File: src/rtl/spi_slave_out_pkg.sv
// Shared types for spi_slave_out: FSM state
// encoding and synchroniser depth.
package spi_slave_out_pkg;

  typedef enum logic {
    IDLE  = 1'b0,
    SHIFT = 1'b1
  } state_t;

  localparam int SYNC_DEPTH = 2;

endpackage

File: src/rtl/spi_slave_out_sync.sv
// sync_edge: SYNC_DEPTH-flop synchroniser with rise/fall pulses.
// Ports: clk, reset (sync, high), din (async in),
//   level (synchronised), rise/fall (1-cycle pulses).
module sync_edge
  import spi_slave_out_pkg::*;
#(
  parameter logic RST_VAL = 1'b0
) (
  input  logic clk,
  input  logic reset,
  input  logic din,
  output logic level,
  output logic rise,
  output logic fall
);

  logic [SYNC_DEPTH-1:0] sync;
  logic                  last;

  always_ff @(posedge clk) begin
    if (reset) begin
      sync <= {SYNC_DEPTH{RST_VAL}};
      last <= RST_VAL;
    end else begin
      sync <= {sync[SYNC_DEPTH-2:0], din};
      last <= sync[SYNC_DEPTH-1];
    end
  end

  // Pulses are decoded from two flops only, so
  // they are glitch-free and cost no extra cycle.
  assign level = sync[SYNC_DEPTH-1];
  assign rise  = level & ~last;
  assign fall  = ~level & last;

endmodule

File: src/rtl/spi_slave_out.sv
// SPI mode-0 transmit-only slave, MSB first.
// Ports: clk, reset (sync, high), cs (low active), sck,
//   miso, in_buf/load (shadow word), busy, done, abort.
// Option: SPI_SLAVE_OUT_PARITY_EN appends an odd-parity bit.
module spi_slave_out
  import spi_slave_out_pkg::*;
#(
  parameter int BITS = 8
) (
  input  logic            clk,
  input  logic            reset,
  input  logic            cs,
  input  logic            sck,
  output logic            miso,
  input  logic [BITS-1:0] in_buf,
  input  logic            load,
  output logic            busy,
  output logic            done,
  output logic            abort
);

`ifdef SPI_SLAVE_OUT_PARITY_EN
  localparam int LAST = BITS + 1;
`else
  localparam int LAST = BITS;
`endif
  // One count above LAST so overrun is distinct
  // from a complete frame after saturation.
  localparam int CMAX = LAST + 1;
  localparam int CW = $clog2(CMAX + 1);
  localparam logic [CW-1:0] C_LAST = CW'(LAST);
  localparam logic [CW-1:0] C_MAX  = CW'(CMAX);
`ifdef SPI_SLAVE_OUT_PARITY_EN
  localparam logic [CW-1:0] C_PAR  = CW'(BITS - 1);
  logic par_q, par_d;
`endif

  logic cs_level, cs_rise, cs_fall;
  logic sck_level, sck_rise, sck_fall;
  logic unused_sck;

  state_t          state_q, state_d;
  logic [BITS-1:0] sr_q, sr_d;
  logic [BITS-1:0] shadow_q, shadow_d;
  logic [BITS-1:0] word;
  logic [CW-1:0]   cnt_q, cnt_d;
  logic            miso_q, miso_d;
  logic            done_q, done_d;
  logic            abort_q, abort_d;
  logic            armed_q, armed_d;
  logic [SYNC_DEPTH-1:0] settle_q, settle_d;

  sync_edge #(.RST_VAL(1'b1)) u_cs (
    .clk   (clk),
    .reset (reset),
    .din   (cs),
    .level (cs_level),
    .rise  (cs_rise),
    .fall  (cs_fall)
  );

  sync_edge #(.RST_VAL(1'b0)) u_sck (
    .clk   (clk),
    .reset (reset),
    .din   (sck),
    .level (sck_level),
    .rise  (sck_rise),
    .fall  (sck_fall)
  );

  assign unused_sck = sck_rise ^ sck_level;

  always_comb begin
    state_d  = state_q;
    sr_d     = sr_q;
    shadow_d = shadow_q;
    cnt_d    = cnt_q;
    miso_d   = miso_q;
    done_d   = 1'b0;
    abort_d  = 1'b0;
    settle_d = settle_q << 1;
    word     = load ? in_buf : shadow_q;
`ifdef SPI_SLAVE_OUT_PARITY_EN
    par_d    = par_q;
`endif
    // After reset the synchroniser must refill and
    // show cs high before a falling edge counts.
    armed_d  = armed_q |
               ((settle_q == '0) & cs_level);
    unique case (state_q)
      IDLE: begin
        miso_d = 1'b0;
        if (load) shadow_d = in_buf;
        if (cs_fall && armed_q) begin
          state_d = SHIFT;
          sr_d    = word;
          cnt_d   = '0;
          miso_d  = word[BITS-1];
`ifdef SPI_SLAVE_OUT_PARITY_EN
          par_d   = ~^word;
`endif
        end
      end
      SHIFT: begin
        if (cs_rise) begin
          state_d = IDLE;
          sr_d    = '0;
          cnt_d   = '0;
          miso_d  = 1'b0;
          done_d  = (cnt_q == C_LAST);
          abort_d = (cnt_q != C_LAST);
        end else if (sck_fall) begin
          sr_d   = sr_q << 1;
          miso_d = sr_q[BITS-2];
          if (cnt_q != C_MAX) cnt_d = cnt_q + 1'b1;
`ifdef SPI_SLAVE_OUT_PARITY_EN
          if (cnt_q == C_PAR) miso_d = par_q;
`endif
        end
      end
    endcase
  end

  always_ff @(posedge clk) begin
    if (reset) begin
      state_q  <= IDLE;
      sr_q     <= '0;
      shadow_q <= '0;
      cnt_q    <= '0;
      miso_q   <= 1'b0;
      done_q   <= 1'b0;
      abort_q  <= 1'b0;
      armed_q  <= 1'b0;
      settle_q <= '1;
`ifdef SPI_SLAVE_OUT_PARITY_EN
      par_q    <= 1'b0;
`endif
    end else begin
      state_q  <= state_d;
      sr_q     <= sr_d;
      shadow_q <= shadow_d;
      cnt_q    <= cnt_d;
      miso_q   <= miso_d;
      done_q   <= done_d;
      abort_q  <= abort_d;
      armed_q  <= armed_d;
      settle_q <= settle_d;
`ifdef SPI_SLAVE_OUT_PARITY_EN
      par_q    <= par_d;
`endif
    end
  end

  assign miso  = miso_q;
  assign busy  = (state_q == SHIFT);
  assign done  = done_q;
  assign abort = abort_q;

endmodule
File: config.mk
export PLATFORM = sky130hd
export DESIGN_NAME = spi_slave_out
export DESIGN_NICKNAME = d
export VERILOG_FILES = /design/src/rtl/spi_slave_out_pkg.sv /design/src/rtl/spi_slave_out_sync.sv /design/src/rtl/spi_slave_out.sv
export SDC_FILE = /design/constraint.sdc
export NUM_CORES = 1
export LEC_CHECK = 0
export CORE_AREA = 3 3 66 68
export CTS_BUF_LIST = sky130_fd_sc_hd__clkbuf_4 sky130_fd_sc_hd__clkbuf_8 sky130_fd_sc_hd__clkbuf_16
export DETAILED_ROUTE_END_ITERATION = 6
export DIE_AREA = 0 0 69 71
export PLACE_DENSITY = 0.66
export SYNTH_ARGS = -nofsm -noshare
export SYNTH_HDL_FRONTEND = slang
export SYNTH_SLANG_ARGS = --single-unit
File: constraint.sdc
create_clock -name clk -period 1.2 [get_ports clk]
set_input_delay 0.18 -clock clk [delete_from_list [all_inputs] [get_ports clk]]
set_output_delay 0.18 -clock clk [all_outputs]
set_load 0.02 [all_outputs]
; After elaboration in Yosys (flattened, before gate mapping)
; Index checks and enable logic that the tools add are counted.
[totals]
latchBits = 0
mem_bits_ro = 0
memories = 0
regBits = 32
in_bits = 13
ram_bits = 0
[op_classes]
shifts = 0
n_reduce_logical = 5
n_lt_le_gt_ge = 0
n_mux = 18
n_bitwise = 10
mul = 0
addsub = 1
n_div = 0
n_eq_ne = 6
[op_table]
columns = op, n
row1 = 7-bit two-way mux, 3
row2 = 4-bit two-way mux, 4
row3 = 7-bit case mux with 2 select lines, 1
row4 = 8-bit two-way mux, 1
row5 = 4-bit inequality test (second input constant), 2
row6 = 4-bit case mux with 2 select lines, 1
row7 = 1-bit two-way mux, 6
row8 = 1-bit inverter, 5
row9 = 4-bit by 1-bit adder with 4-bit output (second input constant), 1
row10 = 1-bit AND, 4
row11 = 4-bit equality test (second input constant), 1
row12 = 1-bit case mux with 2 select lines, 2
row13 = 3-bit by 2-bit inequality test with 1-bit output (second input constant), 1
row14 = 3-bit inequality test (second input constant), 1
row15 = 3-bit AND reduction, 1
row16 = 3-bit OR reduction, 1
row17 = 2-bit zero test, 1
row18 = 2-bit inequality test (second input constant), 1
row19 = 2-bit AND reduction, 1
row20 = 1-bit logical AND, 1
row21 = 1-bit bitwise OR, 1

; Depth between registers and ports, before layout
; Gate-level depths: netlist of run 1.
[logic_depth]
depth_word = 5
depth_mapped = 5
mapped_depth_nobuf = 5

; By module
; A second synthesis of run 1 with hierarchy kept.
[unflattened]
hier_cells = 149
area_unflattened_um2 = 1402.6
[modules_own_cells]
columns = mod, n_inst, seq_area_each_um2, cells_per_inst, area_each_um2
row1 = spi_slave_out, 1, 520.5, 133, 1218.7
row2 = sync_edge (u_cs), 1, 60.1, 8, 92.6
row3 = sync_edge (u_sck), 1, 60.1, 8, 91.3

; Worst setup path after synthesis of run 1
; Ideal clock, no wire load.
[synth_path]
path_kind = reg-to-reg
start = register state_q, in the netlist busy
end = register cnt_q[2]
setup_time_ns = 0.138
path_buffers = 1
path_stages_with_launch = 5
t_required_ns = 1.062
t_arrival_ns = 1.185
path_slack_ns = -0.122
path_cell_list = dfxtp_1 buf_4 o21a_4 o221ai_1 nor3b_2
[synth_between]
elab_chain_len = 3
word_cells_on_any_way = 6
classes_between = eq/ne: 3 / mux: 1 / bitwise: 1 / reduce/logical: 1
[synth_lines]
columns = element, line_no
row1 = "start, declared", spi_slave_out.sv:42  ; state_t state_q, state_d;
row2 = "start signal, assigned", spi_slave_out.sv:139  ; state_q <= state_d;
row3 = 1-bit inverter, -
row4 = 2-bit inequality test (no source line), -
row5 = 3-bit AND reduction (no source line), -
row6 = "end signal, assigned", spi_slave_out.sv:142  ; cnt_q <= cnt_d;
row7 = "end, declared", spi_slave_out.sv:46  ; logic [CW-1:0] cnt_q, cnt_d;
; Several ways; a longest one is shown, not always the timed one.
; A chain may end at the register's enable or synchronous reset.

; Worst setup path after layout of run 1
[layout_path]
start = register u_cs.sync[1]
end = register cnt_q[2]
[layout_between]
elab_chain_len = 5
word_cells_on_any_way = 10
classes_between = eq/ne: 3 / mux: 2 / bitwise: 3 / reduce/logical: 2
[layout_lines]
columns = element, line_no
row1 = "start, declared", spi_slave_out_sync.sv:17  ; logic [SYNC_DEPTH-1:0] sync;
row2 = "start signal, assigned", spi_slave_out_sync.sv:22  ; sync <= {SYNC_DEPTH{RST_VAL}};
row3 = "start signal, assigned", spi_slave_out_sync.sv:25  ; sync <= {sync[SYNC_DEPTH-2:0], din};
row4 = 1-bit inverter, spi_slave_out_sync.sv:34  ; assign fall = ~level & last;
row5 = 1-bit AND, spi_slave_out_sync.sv:34
row6 = 1-bit logical AND, spi_slave_out.sv:94  ; if (cs_fall && armed_q) begin
row7 = 2-bit inequality test (no source line), -
row8 = 3-bit AND reduction (no source line), -
; Several ways; a longest one is shown, not always the timed one.

==> flow_metrics.env, run 1 <==
export IMPL_clkTransAtPathRegs_ps=70
export IMPL_syn_area_mm2=0.001510
export IMPL_cp_end_kind="register"
export IMPL_io_pins=17
export IMPL_ys_warnings_count=0
export IMPL_dr_pass1_iters=4
export IMPL_place_ws_ps=-304.1
export IMPL_min_period_ps=1248
export IMPL_netlist_top_cells_area="dfxtp_1, mux2i_1, a221oi_2"
export IMPL_peakVddDrop_mv=0.7913
export IMPL_antenna_found_initial=0
export IMPL_setup_slack_ps=-48.42
export IMPL_critPathLaunch="u_cs.sync[1]$_SDFF_PP1_"
export IMPL_rsz0062_at_grt="true"
export IMPL_place_area_mm2=0.001848
export IMPL_die_area_mm2=0.004899
export IMPL_critPathSlowestCell="dfxtp_4"
export IMPL_vias=1177
export IMPL_path_class="register to register"
export IMPL_postSynthAreaPerCell_um2=10.42
export IMPL_worst_slew_pin_slew_ps=386.7
export IMPL_antenna_left=0
export IMPL_grt_max_degree=12
export IMPL_layout_area_overhead_vs_synth_pct=37.78
export IMPL_cp_num_buf_inv=1
export IMPL_track_usage_pct=13.85
export IMPL_post_route_period_util_pct=104.0
export IMPL_synthCells=145
export IMPL_finalSetupTns_ps=-203.8
export IMPL_hp_start="u_cs.sync[0]$_SDFF_PP1_"
export IMPL_synth_ff_type="dfxtp_1"
export IMPL_start_util_pct=38.59
export IMPL_max_slew_margin_rel_pct=74.12
export IMPL_synth_top_area_share_pct=42.42
export IMPL_cp_max_fo=8
export IMPL_maxSlewViolCount=0
export IMPL_grt_pass1_wl_um=5451
export IMPL_clockBufferDepth=2
export IMPL_fmax_ghz=0.8010
export IMPL_violations="negative setup slack"
export IMPL_cts_tree="yes"
export IMPL_worstSkewPairLatency_ps=290
export IMPL_wl_um=3247
export IMPL_diodes=0
export IMPL_die_height_um=71
export IMPL_clock_skew_ps=7.051
export IMPL_drtIter0Drc=23
export IMPL_h_tree_depth=2
export IMPL_cp_required_ps=1370
export IMPL_io_buffers=16
export IMPL_root_buffer="clkbuf_8"
export IMPL_synth_top_area_cell="dfxtp_1"
export IMPL_dieWidth_um=69
export IMPL_setup_viol=10
export IMPL_core_area_mm2=0.003914
export IMPL_wire_per_inst_um=13.94
export IMPL_fin_util_pct=53.16
export IMPL_arrival_ps=1420
export IMPL_path_delay_family="flip-flops"
export IMPL_row_count=23
export IMPL_synthArstFlopShare_pct=0
export IMPL_cpPeakStageDelay_ps=360
export IMPL_power_density_mw_per_mm2=1138
export IMPL_cp_start_kind="register"
export IMPL_cap_violations=0
export IMPL_ys_seq_area_share_pct=42.42
export IMPL_hold_slack_ps=410.1
export IMPL_path_cells="nor2b_4 > buf_6 > o21a_4 > o221ai_2 > nor3b_2"
export IMPL_grt_overflow=0
export IMPL_cts_sinks=32
export IMPL_ys_seq_elements=32
export IMPL_gp_congestion=0.8324
export IMPL_hold_path_class="register to register"
export IMPL_grt_pass1_vias=1213
export IMPL_drive_above_1_share_pct=41.53
export IMPL_synth_fp_nets=161
export IMPL_finalHoldViolCount=0
export IMPL_hpwlAfterDp_um=2170
export IMPL_status="finished, violations left"
export IMPL_synth_edf_count=0
export IMPL_worstReg2RegStart="u_cs.sync[1]$_SDFF_PP1_"
export IMPL_viasPerCell=5.052
export IMPL_synth_cell_types=37
export IMPL_drc=0
export IMPL_cts_buffers=5
export IMPL_nNetsFinal=198
export IMPL_power_leakage_nw=0.8043
export IMPL_stdcell_area_mm2=0.002081
flip-flops by register name, summed over array words and instances, names as in the netlist:
| signal | count |
|---|---|
| shadow_q | 8 |
| busy | 1 |
| miso | 1 |
| abort | 1 |
| cnt_q | 4 |
| u_sck.last | 1 |
| settle_q | 2 |
| u_sck.sync | 2 |
| sr_q | 7 |
| done | 1 |
| armed_q | 1 |
| u_cs.sync | 2 |
| u_cs.last | 1 |
timing repair:
item	CTS	global route
pin swaps	6	4
setup buffers	4	1
endpoints found under the setup margin	15	11
gates cloned	1	0
hold buffers	0	0
resized for setup	22	8
layout make-up:
type / instances / area, um^2
inverter: 2 / 7.507
timing repair buffer: 38 / 351.6
fill: 373 / 1833
tap: 50 / 62.56
clock inverter: 3 / 42.54
sequential: 32 / 649.4
multi-input combinational: 103 / 898.4
clock buffer: 5 / 68.82
path summary, 6_finish.rpt:
check	to	slack, ps	depth (start not counted)
setup / recovery	cnt_q[2]$_SDFFE_PP0P_	-50	5
hold / removal	u_cs.sync[1]$_SDFF_PP1_	410	1
setup reg to reg	cnt_q[2]$_SDFFE_PP0P_	-50	5
hold reg to reg	u_cs.sync[1]$_SDFF_PP1_	410	1
where the power goes:
part / internal (mW) / leakage, nW / switching, mW
clock: 0.614 / 0.0541 / 0.418
combinational: 0.126 / 0.488 / 0.0960
sequential: 1.09 / 0.263 / 0.0190
through the flow:
| step | instances | power (mW) |
|---|---|---|
| 2_1_floorplan | 145 | 1.257 |
| 3_3_place_gp | 220 | 1.345 |
| 3_5_place_dp | 220 | 1.350 |
| 4_1_cts | 232 | 2.387 |
| 5_1_grt | 233 | 2.454 |
| 6_report | 233 | 2.368 |
cells in the final DEF (no fill, tap or decap), types with 2 or more instances in the layout:
| cell | instances |
|---|---|
| nand2b_1 | 2 |
| nor2_1 | 21 |
| a21oi_1 | 3 |
| mux2i_1 | 16 |
| buf_12 | 2 |
| nor3_2 | 12 |
| clkdlybuf4s50_1 | 11 |
| dfxtp_2 | 4 |
| dlygate4sd2_1 | 4 |
| clkbuf_8 | 5 |
| nor2b_4 | 2 |
| nand3b_1 | 4 |
| and2_4 | 2 |
| nand3_1 | 2 |
| or2_2 | 4 |
| ha_1 | 2 |
| a31oi_1 | 2 |
| nor2b_1 | 5 |
| buf_6 | 3 |
| nor3_1 | 3 |
| buf_4 | 17 |
| dfxtp_1 | 27 |
| a221oi_2 | 6 |
logic make-up after synthesis:
family          Yosys count  synth area share [%]
mux                      16                 10.60
fa+ha+maj                 3                 2.486
buf+inv                  11                 4.556
simple gates             63                 24.36
flops                    32                 42.42
compound gates           20                 15.58
layer usage:
metal / global-route usage, % / part of all wire (%) / up-vias
met5: 0 / 0 / -
met4: 5.640 / 1.7 / 0
met3: 4.688 / 3.0 / 6
met2: 24.79 / 55 / 13
met1: 14.96 / 41 / 563
li1: - / - / 595
synth_stat cells, types with 2 or more instances:
master    number
a21oi_1        3
a221oi_2       6
a31oi_1        2
buf_4          3
buf_6          2
clkbuf_1       2
dfxtp_1       32
ha_1           3
inv_1          2
mux2i_1       16
nand2b_1       3
nand3_1        2
nand3b_1       4
nor2_1        21
nor2b_1        6
nor3_1         9
nor3_2         6
or2_2          4
Note: power is estimated with default switching activity, not from simulation.
==> run 2, diff against run 1 <==
SLEW_MARGIN = 20   (was default)
==> results of run 2 <==
The final DEF is identical to that of run 1; final timing and power are the same.
==> run 3, diff against run 2 <==
SLEW_MARGIN = default   (was 20)
==> results of run 3 <==
The final DEF is identical to that of run 1; final timing and power are the same.
